## src/rtl/nvdla_cdp_rdma_req_gen.sv

```systemverilog
// nvdla_cdp_rdma_req_gen: CDP read-request generator walking surface/line/width-burst under latency-FIFO credit control
module nvdla_cdp_rdma_req_gen #(
  parameter int ADDR_W = 64,
  parameter int ATOM_BYTES = 32,
  parameter int MAX_BURST = 8,
  parameter int LAT_CREDITS = 256,
  parameter int DIM_W = 13,
  parameter int STRIDE_W = ADDR_W,
  parameter int SZ_W = $clog2(MAX_BURST),
  parameter int CQ_W = SZ_W + 3
) (
  input  logic                   nvdla_core_clk,
  input  logic                   nvdla_core_rst,
  input  logic                   reg2dp_op_en,
  input  logic                   reg2dp_src_ram_type,
  input  logic [1:0]             reg2dp_input_data,
  input  logic [ADDR_W-1:0]      reg2dp_src_base_addr,
  input  logic [STRIDE_W-1:0]    reg2dp_src_line_stride,
  input  logic [STRIDE_W-1:0]    reg2dp_src_surface_stride,
  input  logic [DIM_W-1:0]       reg2dp_width,
  input  logic [DIM_W-1:0]       reg2dp_height,
  input  logic [DIM_W-1:0]       reg2dp_channel,
  output logic                   cdp2mcif_rd_req_valid,
  input  logic                   cdp2mcif_rd_req_ready,
  output logic [ADDR_W+SZ_W-1:0] cdp2mcif_rd_req_pd,
  output logic                   cdp2cvif_rd_req_valid,
  input  logic                   cdp2cvif_rd_req_ready,
  output logic [ADDR_W+SZ_W-1:0] cdp2cvif_rd_req_pd,
  input  logic                   rd_cdt_pop,
  output logic                   cq_wr_pvld,
  input  logic                   cq_wr_prdy,
  output logic [CQ_W-1:0]        cq_wr_pd,
  input  logic                   eg2ig_done,
  output logic [31:0]            dp2reg_perf_read_stall,
  output logic                   op_busy
);
  localparam int CR_W = $clog2(LAT_CREDITS + 1);
  typedef enum logic [1:0] {IDLE, RUN, WAIT_DONE} state_t;
  state_t state_q, state_d;
  logic op_en_q, op_en_d, ram_q, ram_d, slot_v_q, slot_v_d;
  logic [ADDR_W+SZ_W-1:0] slot_pd_q, slot_pd_d;
  logic [CR_W-1:0] cred_q, cred_d;
  logic [CR_W:0] cred_sum;
  logic [DIM_W-1:0] w_q, w_d, h_q, h_d, s_q, s_d, rem, s_last;
  logic [ADDR_W-1:0] addr_q, addr_d, line_q, line_d, surf_q, surf_d, line_nx, surf_nx;
  logic [31:0] stall_q, stall_d;
  logic start, sel_rdy, last_w, last_h, last_c, cred_ok, slot_free, load;
  logic [SZ_W-1:0] size;
  logic [SZ_W:0] atoms;
  always_comb begin
    start = state_q == IDLE && reg2dp_op_en && !op_en_q;
    sel_rdy = ram_q ? cdp2cvif_rd_req_ready : cdp2mcif_rd_req_ready;
    rem = reg2dp_width - w_q;
    s_last = reg2dp_input_data == 2'd0 ? reg2dp_channel >> 5 : reg2dp_channel >> 4;
    last_w = rem < DIM_W'(MAX_BURST);
    last_h = last_w && h_q == reg2dp_height;
    last_c = last_h && s_q == s_last;
    size = last_w ? rem[SZ_W-1:0] : SZ_W'(MAX_BURST - 1);
    atoms = {1'b0, size} + (SZ_W+1)'(1);
    cred_ok = cred_q >= CR_W'(atoms);
    slot_free = !slot_v_q || sel_rdy;
    cq_wr_pvld = state_q == RUN && cred_ok && slot_free;
    load = cq_wr_pvld && cq_wr_prdy;
    cq_wr_pd = {last_c, last_h, last_w, size};
    line_nx = line_q + ADDR_W'(reg2dp_src_line_stride);
    surf_nx = surf_q + ADDR_W'(reg2dp_src_surface_stride);
    cred_sum = {1'b0, cred_q} - (load ? (CR_W+1)'(atoms) : '0) + (CR_W+1)'(rd_cdt_pop);
  end
  always_comb begin
    state_d = start ? RUN : (state_q == RUN && load && last_c) ? WAIT_DONE
            : (state_q == WAIT_DONE && eg2ig_done) ? IDLE : state_q;
    op_en_d = reg2dp_op_en;
    ram_d = start ? reg2dp_src_ram_type : ram_q;
    w_d = start ? '0 : load ? (last_w ? '0 : w_q + DIM_W'(MAX_BURST)) : w_q;
    h_d = start ? '0 : (load && last_w) ? (last_h ? '0 : h_q + DIM_W'(1)) : h_q;
    s_d = start ? '0 : (load && last_h) ? s_q + DIM_W'(1) : s_q;
    surf_d = start ? reg2dp_src_base_addr : (load && last_h) ? surf_nx : surf_q;
    line_d = start ? reg2dp_src_base_addr : (load && last_h) ? surf_nx : (load && last_w) ? line_nx : line_q;
    addr_d = start ? reg2dp_src_base_addr : (load && last_h) ? surf_nx : (load && last_w) ? line_nx
           : load ? addr_q + ADDR_W'(MAX_BURST * ATOM_BYTES) : addr_q;
    slot_v_d = load || (slot_v_q && !sel_rdy);
    slot_pd_d = load ? {size, addr_q} : slot_pd_q;
    cred_d = cred_sum > (CR_W+1)'(LAT_CREDITS) ? CR_W'(LAT_CREDITS) : cred_sum[CR_W-1:0];
    stall_d = start ? '0 : (slot_v_q && !sel_rdy && stall_q != '1) ? stall_q + 32'd1 : stall_q;
  end
  always_ff @(posedge nvdla_core_clk) begin
    if (nvdla_core_rst) begin
      state_q <= IDLE;
      op_en_q <= 1'b0;
      ram_q <= 1'b0;
      w_q <= '0;
      h_q <= '0;
      s_q <= '0;
      surf_q <= '0;
      line_q <= '0;
      addr_q <= '0;
      slot_v_q <= 1'b0;
      slot_pd_q <= '0;
      cred_q <= CR_W'(LAT_CREDITS);
      stall_q <= '0;
    end else begin
      state_q <= state_d;
      op_en_q <= op_en_d;
      ram_q <= ram_d;
      w_q <= w_d;
      h_q <= h_d;
      s_q <= s_d;
      surf_q <= surf_d;
      line_q <= line_d;
      addr_q <= addr_d;
      slot_v_q <= slot_v_d;
      slot_pd_q <= slot_pd_d;
      cred_q <= cred_d;
      stall_q <= stall_d;
    end
  end
  always_ff @(posedge nvdla_core_clk) begin
    if (!nvdla_core_rst) assert (!(rd_cdt_pop && cred_q == CR_W'(LAT_CREDITS) && !load));
  end
  assign cdp2mcif_rd_req_valid = slot_v_q & ~ram_q;
  assign cdp2cvif_rd_req_valid = slot_v_q & ram_q;
  assign cdp2mcif_rd_req_pd = slot_pd_q;
  assign cdp2cvif_rd_req_pd = slot_pd_q;
  assign dp2reg_perf_read_stall = stall_q;
  assign op_busy = state_q != IDLE;
endmodule
```

## config.mk

```make
export PLATFORM = sky130hd
export DESIGN_NAME = nvdla_cdp_rdma_req_gen
export DESIGN_NICKNAME = d
export VERILOG_FILES = /design/src/rtl/nvdla_cdp_rdma_req_gen.sv
export SDC_FILE = /design/constraint.sdc
export NUM_CORES = 1
export LEC_CHECK = 0
export CAP_MARGIN = 10
export CORE_MARGIN = 1
export CORE_UTILIZATION = 40
export CTS_BUF_LIST = sky130_fd_sc_hd__clkbuf_2
export DETAILED_ROUTE_END_ITERATION = 7
export PLACE_DENSITY_LB_ADDON = 0.05
export SKIP_CTS_REPAIR_TIMING = 1
export SYNTH_ARGS = -nofsm -noshare
export SYNTH_HDL_FRONTEND = slang
export SYNTH_SLANG_ARGS = --single-unit
```

## constraint.sdc

```tcl
create_clock -name nvdla_core_clk -period 13.31 [get_ports nvdla_core_clk]
set_input_delay 3.3275 -clock nvdla_core_clk [delete_from_list [all_inputs] [get_ports nvdla_core_clk]]
set_output_delay 3.3275 -clock nvdla_core_clk [all_outputs]
set_load 0.01 [all_outputs]
```

==> results of run 1 <==
==> synthesized netlist by cell type (8+ instances only) <==
library cell / instances / area, um2
nor3b_1: 8 / 60.1
a21oi_1: 341 / 1710
mux2i_1: 13 / 130
dfxtp_1: 341 / 6830
nand2_1: 473 / 1780
a22oi_1: 43 / 323
and4_1: 14 / 123
buf_4: 73 / 548
nor2b_1: 9 / 56.3
nand3_1: 75 / 375
or3_1: 23 / 144
and3_1: 23 / 144
inv_1: 76 / 285
o21a_1: 23 / 173
a21o_1: 61 / 458
a311oi_1: 35 / 307
clkbuf_1: 134 / 503
nor3_1: 70 / 350
xnor2_1: 136 / 1190
o211ai_1: 41 / 308
nand4_1: 68 / 425
buf_1: 9 / 33.8
a21boi_0: 14 / 105
or2_2: 8 / 50.1
o21ai_1: 11 / 55.1
a211o_1: 8 / 70.1
o2111ai_1: 8 / 70.1
ha_1: 165 / 2060
xor2_1: 118 / 1030
o31ai_1: 19 / 143
o221a_2: 8 / 90.1
a31oi_1: 22 / 138
a211oi_1: 49 / 368
a22o_1: 11 / 96.3
o21bai_1: 32 / 240
nor4_1: 17 / 106
and2_1: 21 / 131
o21ai_0: 199 / 996
buf_2: 22 / 110
nor2_1: 304 / 1140
nand2b_1: 11 / 68.8
==> cell type report <==
type / instances / share of cell area
diodes: 5 / 0.000425
clock buffers: 138 / 0.0234
clock inverters: 26 / 0.00505
inverters: 76 / 0.00968
multi-input cells: 2594 / 0.549
flip-flops and latches: 341 / 0.232
well taps: 782 / 0.0332
repair buffers: 440 / 0.148
==> power by group <==
part / leakage [nW] / internal, W / switching [W]
logic: 7.83 / 0.000414 / 0.000615
clock network: 0.639 / 0.000300 / 0.000493
registers: 2.78 / 0.00108 / 0.0000571
total: 11.2 / 0.00180 / 0.00116
==> per-stage QoR <==
stage                     hold slack [ns]  power, W  utilization  std cells
after floorplan                     0.423   0.00184            -       3257
after global placement              0.434   0.00217        0.473       4233
after detailed placement            0.442   0.00218        0.473       4233
after CTS                           0.441   0.00299        0.487       4397
after global routing                0.481   0.00315        0.487       4401
final                               0.459   0.00296        0.487       4402
==> cells by family after synthesis <==
kind of cell | count (synthesis) | share of synthesized area
other cells | 1 | 0.000153
compound gates | 996 | 0.258
flops | 341 | 0.279
buf+inv | 322 | 0.0637
fa+ha+maj | 168 | 0.0867
mux | 13 | 0.00531
simple gates | 1162 | 0.217
xor+xnor | 254 | 0.0908
==> metal layers <==
metal | share of wire | wire length (um) | track usage
met4 | 0.064 | 6250 | 0.189
met5 | 0.00011 | 11 | 0
met2 | 0.49 | 47400 | 0.533
met1 | 0.40 | 38900 | 0.347
met3 | 0.052 | 5030 | 0.0469
==> worst max-delay path, delay by kind of cell <==
| family | cells | cell delay, ns |
|---|---|---|
| multiplexers | 1 | 0.28 |
| buffers and inverters | 3 | 1.10 |
| AND/OR/NAND/NOR | 4 | 1.43 |
| AO/OA/AOI/OAI | 5 | 1.09 |
| XOR/XNOR | 1 | 0.14 |
| adder cells (fa/ha/maj) | 3 | 0.97 |
==> flip-flops by register name, indices dropped and copies added, names as in the netlist <==
| signal | flops |
|---|---|
| slot_v_q | 1 |
| ram_q | 1 |
| state_q | 2 |
| surf_q | 64 |
| dp2reg_perf_read_stall | 32 |
| cdp2cvif_rd_req_pd | 67 |
| w_q | 10 |
| h_q | 13 |
| addr_q | 64 |
| cred_q | 9 |
| s_q | 13 |
| op_en_q | 1 |
| line_q | 64 |
==> worst min-delay path by stage <==
stage / to / slack (ns) / cells past startpoint
finish: addr_q[4] / 0.46 / 2
global route: addr_q[4] / 0.48 / 2
CTS: cdp2cvif_rd_req_pd[60] / 0.44 / 2
detailed placement: addr_q[2] / 0.44 / 1
global placement: line_q[4] / 0.43 / 2
floorplan: addr_q[4] / 0.42 / 2
==> cell usage in the layout, fill, tap and decap left out, types with 9 or more instances in the layout <==
| cell | instances |
|---|---|
| a211oi_1 | 49 |
| a21boi_0 | 14 |
| a21o_1 | 61 |
| a21oi_1 | 341 |
| a22o_1 | 11 |
| a22oi_1 | 43 |
| a311oi_1 | 35 |
| a31oi_1 | 22 |
| and2_1 | 21 |
| and3_1 | 22 |
| and4_1 | 14 |
| buf_4 | 26 |
| clkbuf_2 | 138 |
| clkdlybuf4s50_1 | 412 |
| clkinv_1 | 19 |
| dfxtp_1 | 341 |
| ha_1 | 165 |
| inv_1 | 76 |
| mux2i_1 | 13 |
| nand2_1 | 470 |
| nand2b_1 | 11 |
| nand3_1 | 75 |
| nand4_1 | 68 |
| nor2_1 | 302 |
| nor2b_1 | 9 |
| nor3_1 | 70 |
| nor4_1 | 16 |
| o211ai_1 | 41 |
| o21a_1 | 23 |
| o21ai_0 | 199 |
| o21ai_1 | 11 |
| o21bai_1 | 32 |
| o31ai_1 | 19 |
| or3_1 | 23 |
| xnor2_1 | 136 |
| xor2_1 | 118 |
==> results.json, run 1 <==
{
  "clockBufferDepth": 3,
  "finalNetCount": 3960,
  "core_mm2": 0.0605,
  "clock_skew_ns": 0.116,
  "numPortBuffers": 413,
  "critical_path.cell_chain": "clkdlybuf4s50_1 -> ha_1 -> o21ai_0 -> a211oi_1 -> mux2i_1 -> o2111ai_1 -> or4_1 -> nor2_1 -> inv_1 -> ha_1 -> xnor2_1 -> ha_1 -> nand3_1 -> o221ai_1 -> a31o_2 -> and2_1 -> clkdlybuf4s50_1",
  "gr-total-overflow": 0,
  "place_area_mm2": 0.0286,
  "arrival_ns": 8.38,
  "yosysWarnings": 0,
  "synth_nets": 3667,
  "first_iter_violations": 1737,
  "die_y_um": 250,
  "total_leakage_power_nw": 11.2,
  "crit_start": "reg2dp_width[3]",
  "critPathMostFrequentCell": "ha_1",
  "hold_class": "reg2reg",
  "ys.flop_type": "dfxtp_1",
  "grt_max_degree": 137,
  "die_area_mm2": 0.0623,
  "cts_max_level": 3,
  "cp-endpoint": "cq_wr_pvld",
  "drc_errors": 0,
  "postRouteAntennaNets": 0,
  "die_w_um": 250,
  "crit_required_ns": 9.98,
  "seq_area_mm2": 0.00683,
  "timing.rr.start": "w_q[3]",
  "cts_tree": "built",
  "clkSlewWorstSetupHoldPaths_ns": 0.10,
  "slew_violations": 0,
  "numCtsBuffers": 97,
  "final_area_mm2": 0.0295,
  "grt_pass1_wl_mm": 146,
  "syn-cell-area_mm2": 0.0245,
  "hpwlAfterDp_mm": 75.3,
  "fmax_mhz": 85.4,
  "status": "finished, final reports clean",
  "antenna_found_initial": 5,
  "async_flop_share": 0,
  "drt-total-wl_mm": 97.6,
  "worst_slew_pin_slew_ns": 1.12,
  "syn_to_final_growth_pct": 20.2,
  "wl_per_cell_um": 22.2,
  "slew_headroom": 0.251,
  "worstRegToRegCells": 33,
  "grtUsageTotal": 0.304,
  "start_util": 0.405,
  "rsz0062_at_grt": "false",
  "ys_ff_latch": 341,
  "cts_root_buf": "clkbuf_2",
  "fin_ws_ns": 1.60,
  "fin_crit_sh": 0.880,
  "r2r-end": "cred_q[1]",
  "clock_sinks": 341,
  "max_stage_delay_ns": 0.87,
  "critPathCaptureType": "output port",
  "multi_input_area_mm2": 0.0162,
  "setup_viol": 0,
  "crit_slowest_cell": "or4_1",
  "hp-start": "addr_q[4]",
  "crit_fanout": 9,
  "drive_gt1_frac": 0.0645,
  "clkLatencyLatePin_ns": 1.12,
  "first_pass_iters": 7,
  "hold_violations": 0,
  "n_fill_cell": 6136,
  "syn_inst": 3257,
  "layout_min_cycle_time_ns": 11.71,
  "grt_pass1_vias": 24800,
  "rows": 90,
  "vias": 25400,
  "dp_slack_ns": 1.57,
  "cap_violations": 0,
  "pwr_density_cell_mw_per_mm2": 101,
  "synth_edf_count": 0,
  "peakVddDrop_v": 0.0000879,
  "ys_types": 89,
  "cp-start-kind": "input pin",
  "routed_via_density": 5.78,
  "setup_tns_ns": 0,
  "regToRegSetupSlack_ns": 5.63,
  "synth_area_per_cell_um2": 7.52,
  "ios": 418,
  "critical_path_class": "in2out",
  "gp_congestion": 0.956,
  "synth_seq_area_share": 0.279
}
Power figures use the tool's default switching activity.
==> run 2: changes to the inputs <==
Settings changed: RECOVER_POWER set to 100.
==> run 2 against run 1 <==
The run now ends with capacitance limit, slew limit left. Sequential power is essentially flat. Hold slack lost 0.0018 ns. Clock power is essentially flat. Critical path depth grew 6. Core utilization shrank 0.22 points. Wire length is essentially flat. Worst setup slack lost 0.54 ns. Critical endpoint is now addr_q[60]. Largest cell class unchanged.
==> results.json, run 2 (synthesis results as in run 1) <==
{
  "status": "finished with violations",
  "violations": "capacitance limit, slew limit",
  "cts_max_level": 3,
  "core_mm2": 0.0605,
  "start_util": 0.405,
  "critPathMostFrequentCell": "ha_1",
  "grt_pass1_wl_mm": 146,
  "largest_register_ffs": 67,
  "wl_per_cell_um": 22.2,
  "numCtsBuffers": 97,
  "ios": 418,
  "layout_min_cycle_time_ns": 12.25,
  "hold_violations": 0,
  "worst_slew_pin_slew_ns": 6.95,
  "critPathCaptureType": "register",
  "die_y_um": 250,
  "gr-total-overflow": 0,
  "antenna_found_initial": 5,
  "cp-start-kind": "input pin",
  "finalNetCount": 3960,
  "syn_to_final_growth_pct": 19.7,
  "clkLatencyLatePin_ns": 1.12,
  "slew_headroom": -3.63,
  "clock_skew_ns": 0.119,
  "crit_buf_inv": 4,
  "grt_max_degree": 137,
  "hold_slack_ns": 0.457,
  "grt_pass1_vias": 24800,
  "fmax_mhz": 81.6,
  "seq_area_mm2": 0.00683,
  "postLayoutCoreUtil": 0.485,
  "cap_violations": 9,
  "grtUsageTotal": 0.304,
  "fin_crit_sh": 0.921,
  "layout_common_cells": "nand2_1, a21oi_1, dfxtp_1",
  "setup_tns_ns": 0,
  "critical_path.cell_chain": "dlygate4sd3_1 -> ha_1 -> o21ai_0 -> a211oi_1 -> mux2i_1 -> o2111ai_1 -> or4_1 -> nor2_1 -> inv_1 -> ha_1 -> xnor2_1 -> ha_1 -> nand3_1 -> o221ai_1 -> a31o_1 -> and3_1 -> and4b_2 -> clkbuf_1 -> nor2_4 -> clkbuf_2 -> a21oi_1 -> a21o_1 -> a311oi_1",
  "clkSlewWorstSetupHoldPaths_ns": 0.10,
  "clockBufferDepth": 3,
  "routed_via_density": 5.75,
  "first_pass_iters": 6,
  "die_area_mm2": 0.0623,
  "n_fill_cell": 6163,
  "crit_slowest_cell": "clkbuf_1",
  "crit_required_ns": 13.93,
  "p_total_w": 0.00296,
  "rows": 90,
  "numPortBuffers": 413,
  "cts_tree": "built",
  "total_leakage_power_nw": 11.8,
  "gp_congestion": 0.956,
  "postRouteAntennaNets": 0,
  "hpwlAfterDp_mm": 75.3,
  "drc_errors": 0,
  "hold_class": "reg2reg",
  "fin_ws_ns": 1.06,
  "drive_gt1_frac": 0.0589,
  "arrival_ns": 12.87,
  "max_stage_delay_ns": 1.75,
  "peakVddDrop_v": 0.0000870,
  "pwr_density_cell_mw_per_mm2": 101,
  "crit_fanout": 34,
  "critical_path_class": "in2reg",
  "cp_top_family": "buffers and inverters",
  "final_common_cell": "nand2_1",
  "slew_violations": 596,
  "dp_slack_ns": 1.57,
  "setup_viol": 0,
  "drt-total-wl_mm": 97.6,
  "die_w_um": 250,
  "vias": 25300,
  "cts_root_buf": "clkbuf_2",
  "rsz0062_at_grt": "false",
  "first_iter_violations": 1767,
  "clock_sinks": 341,
  "multi_input_area_mm2": 0.0161
}
## run 2: cell types whose count changed in the layout (fill, tap and decap cells not counted), sizes merged
cell / previous run / this run
dlygate4sd3: 0 / 177
clkbuf: 138 / 147
buf: 28 / 19
clkdlybuf4s50: 412 / 235
## run 2: layout make-up
| class | count | area share |
|---|---|---|
| Inverter | 76 | 0.00973 |
| Antenna cell | 5 | 0.000427 |
| Clock buffer | 138 | 0.0236 |
| Sequential cell | 341 | 0.233 |
| Clock inverter | 26 | 0.00508 |
| Tap cell | 782 | 0.0334 |
| Timing Repair Buffer | 440 | 0.147 |
| Multi-Input combinational cell | 2594 | 0.548 |
## run 2: stage by stage
stage               std cells  area [um2]
floorplan                3257       24500
global placement         4233       28600
detailed placement       4233       28600
CTS                      4397       29400
global route             4401       29300
finish                   4402       29300
## run 2: path summary, 6_finish.rpt
kind	start	end	slack [ns]	depth (start not counted)
max	reg2dp_width[3]	addr_q[60]	1.06	23
min	addr_q[4]	addr_q[4]	0.46	2
min reg2reg	addr_q[4]	addr_q[4]	0.46	2
max reg2reg	w_q[3]	addr_q[60]	3.39	23
## run 2: layer usage
layer,global-route usage,part of all wire
met4,0.189,0.062
met5,0,0.00011
met1,0.347,0.40
met3,0.0469,0.050
met2,0.533,0.49
## run 2: report_power, final
group          switching, W  total, W  internal (W)  leakage, nW
sequential        0.0000565   0.00114       0.00109         2.78
clock              0.000494  0.000794      0.000300        0.639
combinational      0.000612   0.00102      0.000411         8.33
## run 2: worst min-delay path, stage by stage (launching register included)
cell and delay [ns]:
dfxtp_1 0.32, nand2_1 0.05, nand2_1 0.05
